**config.mk**
```make
export PLATFORM = sky130hd
export DESIGN_NAME = modinv_helper_update_engine
export DESIGN_NICKNAME = d
export VERILOG_FILES = /design/src/rtl/modinv_helper_update_engine.sv
export SDC_FILE = /design/constraint.sdc
export NUM_CORES = 1
export LEC_CHECK = 0
export ABC_AREA = 1
export ABC_CLOCK_PERIOD_IN_PS = 1860
export CORE_AREA = 2 2 144 146
export DETAILED_ROUTE_END_ITERATION = 10
export DIE_AREA = 0 0 146 148
export HOLD_SLACK_MARGIN = 0.1
export MAX_ROUTING_LAYER = met4
export PLACE_DENSITY = 0.53
export SYNTH_ARGS = -nofsm -noshare
export SYNTH_HDL_FRONTEND = slang
export SYNTH_SLANG_ARGS = --single-unit
```
**constraint.sdc**
```tcl
create_clock -name clk -period 1.86 [get_ports clk]
set_input_delay 0.186 -clock clk [delete_from_list [all_inputs] [get_ports clk]]
set_output_delay 0.186 -clock clk [all_outputs]
set_load 0.005 [all_outputs]
```
**src/rtl/modinv_helper_update_engine.sv**
```systemverilog
`default_nettype none
// ============================================================================
// Module   : modinv_helper_update_engine
// Brief    : One word-serial update step of a binary extended-GCD inverter.
//            Streams helper buffers into the r/s/u/v working buffers.
// Revision : 1.0
// ============================================================================
module modinv_helper_update_engine #(
    parameter int WORD_W     = 32,
    parameter int NUM_WORDS  = 9,
    parameter int ADDR_BITS  = 4,
    parameter int RD_LATENCY = 1
) (
    input  logic                 clk,
    input  logic                 rst,
    input  logic                 ena,
    output logic                 rdy,
    output logic                 done,
    output logic [2:0]           op,
    input  logic                 u_gt_v,
    input  logic                 v_eq_1,
    input  logic                 u_is_even,
    input  logic                 v_is_even,
    output logic [ADDR_BITS-1:0] src_addr,
    output logic [ADDR_BITS-1:0] dst_addr,
    output logic                 r_wren,
    output logic                 s_wren,
    output logic                 u_wren,
    output logic                 v_wren,
    output logic [WORD_W-1:0]    r_dout,
    output logic [WORD_W-1:0]    s_dout,
    output logic [WORD_W-1:0]    u_dout,
    output logic [WORD_W-1:0]    v_dout,
    input  logic [WORD_W-1:0]    r_dbl_din,
    input  logic [WORD_W-1:0]    s_dbl_din,
    input  logic [WORD_W-1:0]    r_plus_s_din,
    input  logic [WORD_W-1:0]    u_half_din,
    input  logic [WORD_W-1:0]    v_half_din,
    input  logic [WORD_W-1:0]    u_minus_v_half_din,
    input  logic [WORD_W-1:0]    v_minus_u_half_din
);

    // Counter must reach NUM_WORDS+RD_LATENCY-1 and also cover every address.
    localparam int CNT_RAW = $clog2(NUM_WORDS + RD_LATENCY);
    localparam int CNT_W   = (CNT_RAW > ADDR_BITS) ? CNT_RAW : ADDR_BITS;

    localparam logic [CNT_W-1:0] C_LAST = CNT_W'(NUM_WORDS + RD_LATENCY - 1);
    localparam logic [CNT_W-1:0] C_LAT  = CNT_W'(RD_LATENCY);
    localparam logic [CNT_W-1:0] C_NW   = CNT_W'(NUM_WORDS);

    localparam logic [1:0] S_IDLE = 2'd0;
    localparam logic [1:0] S_RUN  = 2'd1;
    localparam logic [1:0] S_FIN  = 2'd2;

    localparam logic [2:0] OP_SKIP   = 3'd0;
    localparam logic [2:0] OP_U_EVEN = 3'd1;
    localparam logic [2:0] OP_V_EVEN = 3'd2;
    localparam logic [2:0] OP_U_GT_V = 3'd3;
    localparam logic [2:0] OP_V_GE_U = 3'd4;

    logic [1:0]       r_state;
    logic [CNT_W-1:0] r_cnt;
    logic [2:0]       r_op;
    logic [2:0]       w_dec_op;
    logic             w_rd;
    logic             w_wr;

    always_comb begin
        if (v_eq_1)
            w_dec_op = OP_SKIP;
        else if (u_is_even)
            w_dec_op = OP_U_EVEN;
        else if (v_is_even)
            w_dec_op = OP_V_EVEN;
        else if (u_gt_v)
            w_dec_op = OP_U_GT_V;
        else
            w_dec_op = OP_V_GE_U;
    end

    always_ff @(posedge clk or posedge rst) begin
        if (rst) begin
            r_state <= S_IDLE;
            r_cnt   <= '0;
            r_op    <= OP_SKIP;
        end else begin
            case (r_state)
                S_IDLE: begin
                    r_cnt <= '0;
                    if (ena) begin
                        r_op    <= w_dec_op;
                        r_state <= v_eq_1 ? S_FIN : S_RUN;
                    end
                end
                S_RUN: begin
                    if (r_cnt == C_LAST) begin
                        r_cnt   <= '0;
                        r_state <= S_FIN;
                    end else begin
                        r_cnt <= r_cnt + 1'b1;
                    end
                end
                S_FIN:   r_state <= S_IDLE;
                default: r_state <= S_IDLE;
            endcase
        end
    end

    assign rdy  = (r_state == S_IDLE);
    assign done = (r_state == S_FIN);
    assign op   = r_op;

    // Writes trail reads by the source latency; the counter never exceeds C_LAST in RUN.
    assign w_rd = (r_state == S_RUN) && (r_cnt < C_NW);
    assign w_wr = (r_state == S_RUN) && (r_cnt >= C_LAT);

    assign src_addr = w_rd ? ADDR_BITS'(r_cnt) : '0;
    assign dst_addr = w_wr ? ADDR_BITS'(r_cnt - C_LAT) : '0;

    always_comb begin
        r_wren = 1'b0;
        s_wren = 1'b0;
        u_wren = 1'b0;
        v_wren = 1'b0;
        r_dout = '0;
        s_dout = '0;
        u_dout = '0;
        v_dout = '0;
        if (w_wr) begin
            case (r_op)
                OP_U_EVEN: begin
                    u_wren = 1'b1;  u_dout = u_half_din;
                    s_wren = 1'b1;  s_dout = s_dbl_din;
                end
                OP_V_EVEN: begin
                    v_wren = 1'b1;  v_dout = v_half_din;
                    r_wren = 1'b1;  r_dout = r_dbl_din;
                end
                OP_U_GT_V: begin
                    u_wren = 1'b1;  u_dout = u_minus_v_half_din;
                    r_wren = 1'b1;  r_dout = r_plus_s_din;
                    s_wren = 1'b1;  s_dout = s_dbl_din;
                end
                OP_V_GE_U: begin
                    v_wren = 1'b1;  v_dout = v_minus_u_half_din;
                    r_wren = 1'b1;  r_dout = r_dbl_din;
                    s_wren = 1'b1;  s_dout = r_plus_s_din;
                end
                default: ;
            endcase
        end
    end

endmodule
`default_nettype wire
```
; ---- Word-level counts from Yosys, hierarchy flattened
; Cells that the tools add are included.
[totals]
ff_bits = 9
output_inout_bits = 145
wordCells = 54
[op_classes]
addsub = 2
n_lt_le_gt_ge = 2
eq_ne = 9
mux = 28
n_reduce_logical = 10
[op_table]
columns = cell, n
row1 = 32-bit case mux with 2 select lines, 4
row2 = 32-bit 2-to-1 mux, 4
row3 = 3-bit 2-to-1 mux, 4
row4 = 4-bit 2-to-1 mux, 3
row5 = 1-bit 2-to-1 mux, 8
row6 = 4-bit case mux with 2 select lines, 1
row7 = "3-bit by 2-bit == test with 1-bit output, second input constant", 2
row8 = 2-bit 2-to-1 mux, 3
row9 = 3-bit OR reduction, 2
row10 = "4-bit by 1-bit adder with 4-bit output, second input constant", 1
row11 = "4-bit == test, second input constant", 1
row12 = "4-bit by 1-bit greater-or-equal comparator with 1-bit output, second input constant", 1
row13 = "4-bit < comparator, second input constant", 1
row14 = "2-bit != test, second input constant", 2
row15 = 2-bit case mux with 2 select lines, 1
row16 = 2-bit AND reduction, 2
row17 = 2-bit OR reduction, 2
row18 = "4-bit by 1-bit subtractor with 4-bit output, second input constant", 1
row19 = "3-bit by 1-bit == test with 1-bit output, second input constant", 1
row20 = "3-bit == test, second input constant", 1
row21 = "2-bit by 1-bit == test with 1-bit output, second input constant", 1
row22 = "2-bit == test, second input constant", 1
row23 = 1-bit logical AND, 2
row24 = 2-bit logical NOT, 1
row25 = 2-bit nonzero test, 1

; ---- Longest topological paths before layout
[depth]
word_depth = 4
ltp_mapped = 9
ltp_nobuf = 8

; ---- Worst setup path after synthesis
; OpenSTA, ideal clock, no wires.
[synth_timing]
path_type = register to output
start = reg r_cnt[0]
end = out r_dout[0]
arrival_time_ps = 1372
required_ps = 1674
setup_slack_ps = 302
stages_incl_launch_ff = 8
path_buffers = 2
path_cell_list = dfrtp_1 > inv_1 > ha_1 > nand3_1 > nand2_2 > buf_2 > buf_2 > a21oi_1
[synth_between]
elab_chain_cells = 3
[synth_lines]
columns = element, line
row1 = "start, declared", 62  ; logic [CNT_W-1:0] r_cnt;
row2 = "start signal, assigned", 100  ; r_cnt <= r_cnt + 1'b1;
row3 = 4-bit by 1-bit greater-or-equal comparator with 1-bit output, 115  ; assign w_wr = (r_state == S_RUN) && (r_cnt >= C_LAT);
row4 = 1-bit logical AND, 115
row5 = 32-bit 2-to-1 mux, 129  ; if (w_wr) begin
row6 = "end, declared", 30  ; output logic [WORD_W-1:0] r_dout,
; No other way between the ends.

; ---- Worst setup path in the final report
[layout_timing]
start = reg r_cnt[1]
end = out u_dout[11]
[layout_between]
elab_chain_cells = 3
[layout_lines]
columns = element, line
row1 = 4-bit by 1-bit greater-or-equal comparator with 1-bit output, 115
row2 = 1-bit logical AND, 115
row3 = 32-bit 2-to-1 mux, 129
row4 = "end, declared", 32  ; output logic [WORD_W-1:0] u_dout,
; No other way between the ends.

==> out/qor.log <==
INFO  floorplanning  placeable_core_region=0.0200mm^2
INFO  global_route   grt_start_max_net_pins=33
INFO  cells_and_area final_stage_net_count=1297
INFO  timing         timing.final.crit_share=110%
INFO  global_route   antenna_found_initial=0
INFO  power          power.density_cell_area=910mW/mm^2
INFO  detailed_routing wire_per_inst=17.3um
INFO  timing         timing.final.crit_period=2050ps
INFO  cells_and_area seq_area=229um^2
INFO  detailed_routing drcViolationCount=0
INFO  synthesis      yosysTopAreaCell=nand2_1
INFO  timing         worst_slack=-192ps
INFO  synthesis      post_synth_arst_share=100%
INFO  placement      detailedPlacementHpwl=14.5mm
INFO  timing         finClkSkew=3.63ps
INFO  cells_and_area layout-drive-gt1-share=40.5%
INFO  synthesis      synth_area=0.00273mm^2
INFO  synthesis      synth_top_cell_area_share=42.7%
INFO  synthesis      post-synth-top-count-cell=nand2_1
INFO  floorplanning  dieWidth=146um
INFO  cells_and_area areaGrowthSynthToFinish=210%
INFO  cells_and_area layoutNonFillerInstCount=1331
INFO  setup_path     timing.setup.critical_path_class=flop to output pin
INFO  detailed_routing num_vias=5613
INFO  placement      buffer_ports.inserted=375
INFO  min_path       worstHoldPathType=input pin to async pin
INFO  synthesis      synthDistinctLibCells=21
INFO  setup_path     worst_ep_arrival_time=1870ps
INFO  clocking       cts_made_buffers=3
INFO  cells_and_area multi_input_area=0.00271mm^2
INFO  global_route   vias_in_the_first_global_route=5106
INFO  cells_and_area fill_cells=2146
INFO  global_route   grt.total_usage=17.9%
INFO  timing         slew_headroom=74.0%
INFO  setup_path     cp_data_required_time=1670ps
INFO  floorplanning  die-area=0.0216mm^2
INFO  global_route   grt_overflow=0
INFO  detailed_routing routed_via_density=4.22
INFO  synthesis      synth.top_cells.by_area=nand2_1 43%, a21oi_1 19%, dfrtp_1 8.2%, inv_1 7.7%, nand3_1 7.1%
INFO  floorplanning  chipHeight=148um
INFO  timing         grt_setup_unrepaired=yes
INFO  flow_run       max_cap_viol_count=0
INFO  clocking       cts_h_tree_depth=1
INFO  power          vdd_ir_drop_max=0.000834V
INFO  placement      numPlacedInstances=1241
INFO  floorplanning  floorplan.initialDensity=13.6%
INFO  clocking       clkSlewWorstSetupHoldPaths=40ps
INFO  timing         final_max_slew_viol_count=0
INFO  clocking       clock_sinks=9
INFO  detailed_routing wl_final=23.1mm
INFO  detailed_routing route.antenna.remaining_nets=0
INFO  clocking       clock_insertion_delay_worst_skew=240ps
INFO  detailed_routing iteration_0_drc_count_of_the_detailed_router=266
INFO  cells_and_area antenna-diode-count=0
INFO  synthesis      synth_ff_type=dfrtp_1
INFO  outcome        violations_in_the_final_reports=negative setup slack
INFO  setup_path     worst_r2r_path_depth=9
INFO  synthesis      seq_cells_post_synth=9
INFO  floorplanning  num_ports=376
INFO  timing         timing_worst_slew_pin_value=390ps
INFO  timing         hold_slack=237ps
INFO  placement      setup_slack_after_placement=-242ps
INFO  timing         setup_violations=84
INFO  timing         clock.fmax=0.487GHz
INFO  setup_path     path_max_fanout=6
INFO  outcome        status=complete, but fails checks
INFO  synthesis      syn-num-nets=831
INFO  synthesis      syn_inst=596
INFO  synthesis      post_synth_most_frequent_cells=311 x nand2_1, 103 x a21oi_1, 56 x inv_1
INFO  synthesis      number_of_enable_type_register_cells_in_the_synthesized_netlist=0
INFO  timing         hold_viol=0
INFO  clocking       cts_tree=done
INFO  setup_path     start_kind=flop
INFO  floorplanning  floorplan.rows=52
INFO  setup_path     worst_setup_path_end_kind=output pin
INFO  clocking       holdBufCountCts=0
INFO  clocking       clock-root-buffer=clkbuf_16
INFO  clocking       ctsLongestPathBuffers=2
INFO  power          static-leakage-power=0.00392uW
INFO  global_route   first_pass_grt_wire_length=29.8mm
INFO  synthesis      synthesis.area_per_instance=4.58um^2
INFO  detailed_routing drt_pre_antenna_iters=5
INFO  synthesis      proportion_of_synthesized_chip_area_in_sequential_cells=8.24%
INFO  synthesis      ys_warns=0
INFO  placement      finalWeightedCongestion=0.837
path summary, 6_finish.rpt:
check / from / end / slack (ps)
setup / recovery: r_cnt[1] / u_dout[11] / -190
hold / removal: rst / r_cnt[2] / 240
setup reg to reg: r_cnt[1] / r_cnt[3] / 470
hold reg to reg: r_state[1] / r_cnt[0] / 590
max in group asynchronous: rst / r_cnt[0] / 1320
min in group clk: r_state[1] / r_cnt[0] / 590
placed cells by master, fill, tap and decap left out, types with 2 or more instances in the layout:
cell type / count
buf_4: 49
a21oi_4: 8
nand3_4: 3
nor2_4: 2
dfrtp_2: 3
ha_1: 2
buf_8: 17
buf_2: 106
clkbuf_2: 25
nand2_4: 10
a21oi_2: 71
buf_12: 15
clkbuf_16: 15
clkdlybuf4s50_1: 235
buf_6: 32
inv_2: 21
clkdlybuf4s15_1: 4
nand3_1: 29
inv_1: 35
a21oi_1: 24
dfrtp_1: 6
nor2_1: 12
nand2_1: 273
nand2_2: 28
ha_4: 2
nand3_2: 7
o22ai_1: 3
o21ai_0: 3
buf_16: 8
through the flow:
stage	power [uW]	area [um^2]	TNS (ps)	util, %
3_5_place_dp	4630	7110	-14270	35.5
5_1_grt	8190	8460	-13880	42.2
6_report	7700	8460	-7370	42.2
2_1_floorplan	2170	2730	0	-
3_3_place_gp	4650	7110	-14470	35.5
4_1_cts	5780	7430	-18900	37.1
power breakdown:
| group | switching, uW | internal [uW] | leakage [uW] |
|---|---|---|---|
| Combinational | 3400 | 3580 | 0.00377 |
| Sequential | 59.5 | 265 | 0.000115 |
| Clock | 102 | 287 | 0.0000382 |
| Total | 3560 | 4140 | 0.00392 |
per-layer routing:
metal	global-route usage [%]	part of all wire (%)
met1	22.1	42
met5	-	0
met4	2.43	1.8
met3	2.50	5.6
met2	31.8	51
worst max-delay path: stages (launching register included):
cell and delay, ps:
dfrtp_1 380, inv_2 120, ha_4 150, inv_2 40, nand3_4 90, nand2_8 100, buf_12 150, buf_6 110
buf_6 120, buf_8 130, a21oi_2 100, buf_2 130
flip-flops by register name (all words and copies together) (netlist names):
| register | cells |
|---|---|
| r_cnt | 4 |
| op | 3 |
| r_state | 2 |
kinds of logic after synthesis:
kind of cell    count (synthesis)  share of synthesized area (%)
xor+xnor                        1                          0.321
simple gates                  369                           53.0
flops                           9                           8.24
buf+inv                       102                           16.1
compound gates                111                           20.6
fa+ha+maj                       4                           1.83
final cells by class:
cell class              instances  area share (%)
repair buffers                504            57.5
multi-input cells             485            32.0
well taps                     270            3.99
inverters                      59            2.88
flip-flops and latches          9            2.71
clock buffers                   4           0.932
timing repair:
action / in CTS / in global routing
buffers inserted: 22 / 51
gates cloned: 9 / 14
pin swaps: 9 / 38
resized for setup: 401 / 361
setup endpoints to repair: 140 / 139
hold endpoints to repair: 0 / 0
Note: power is estimated with default switching activity, not from simulation.
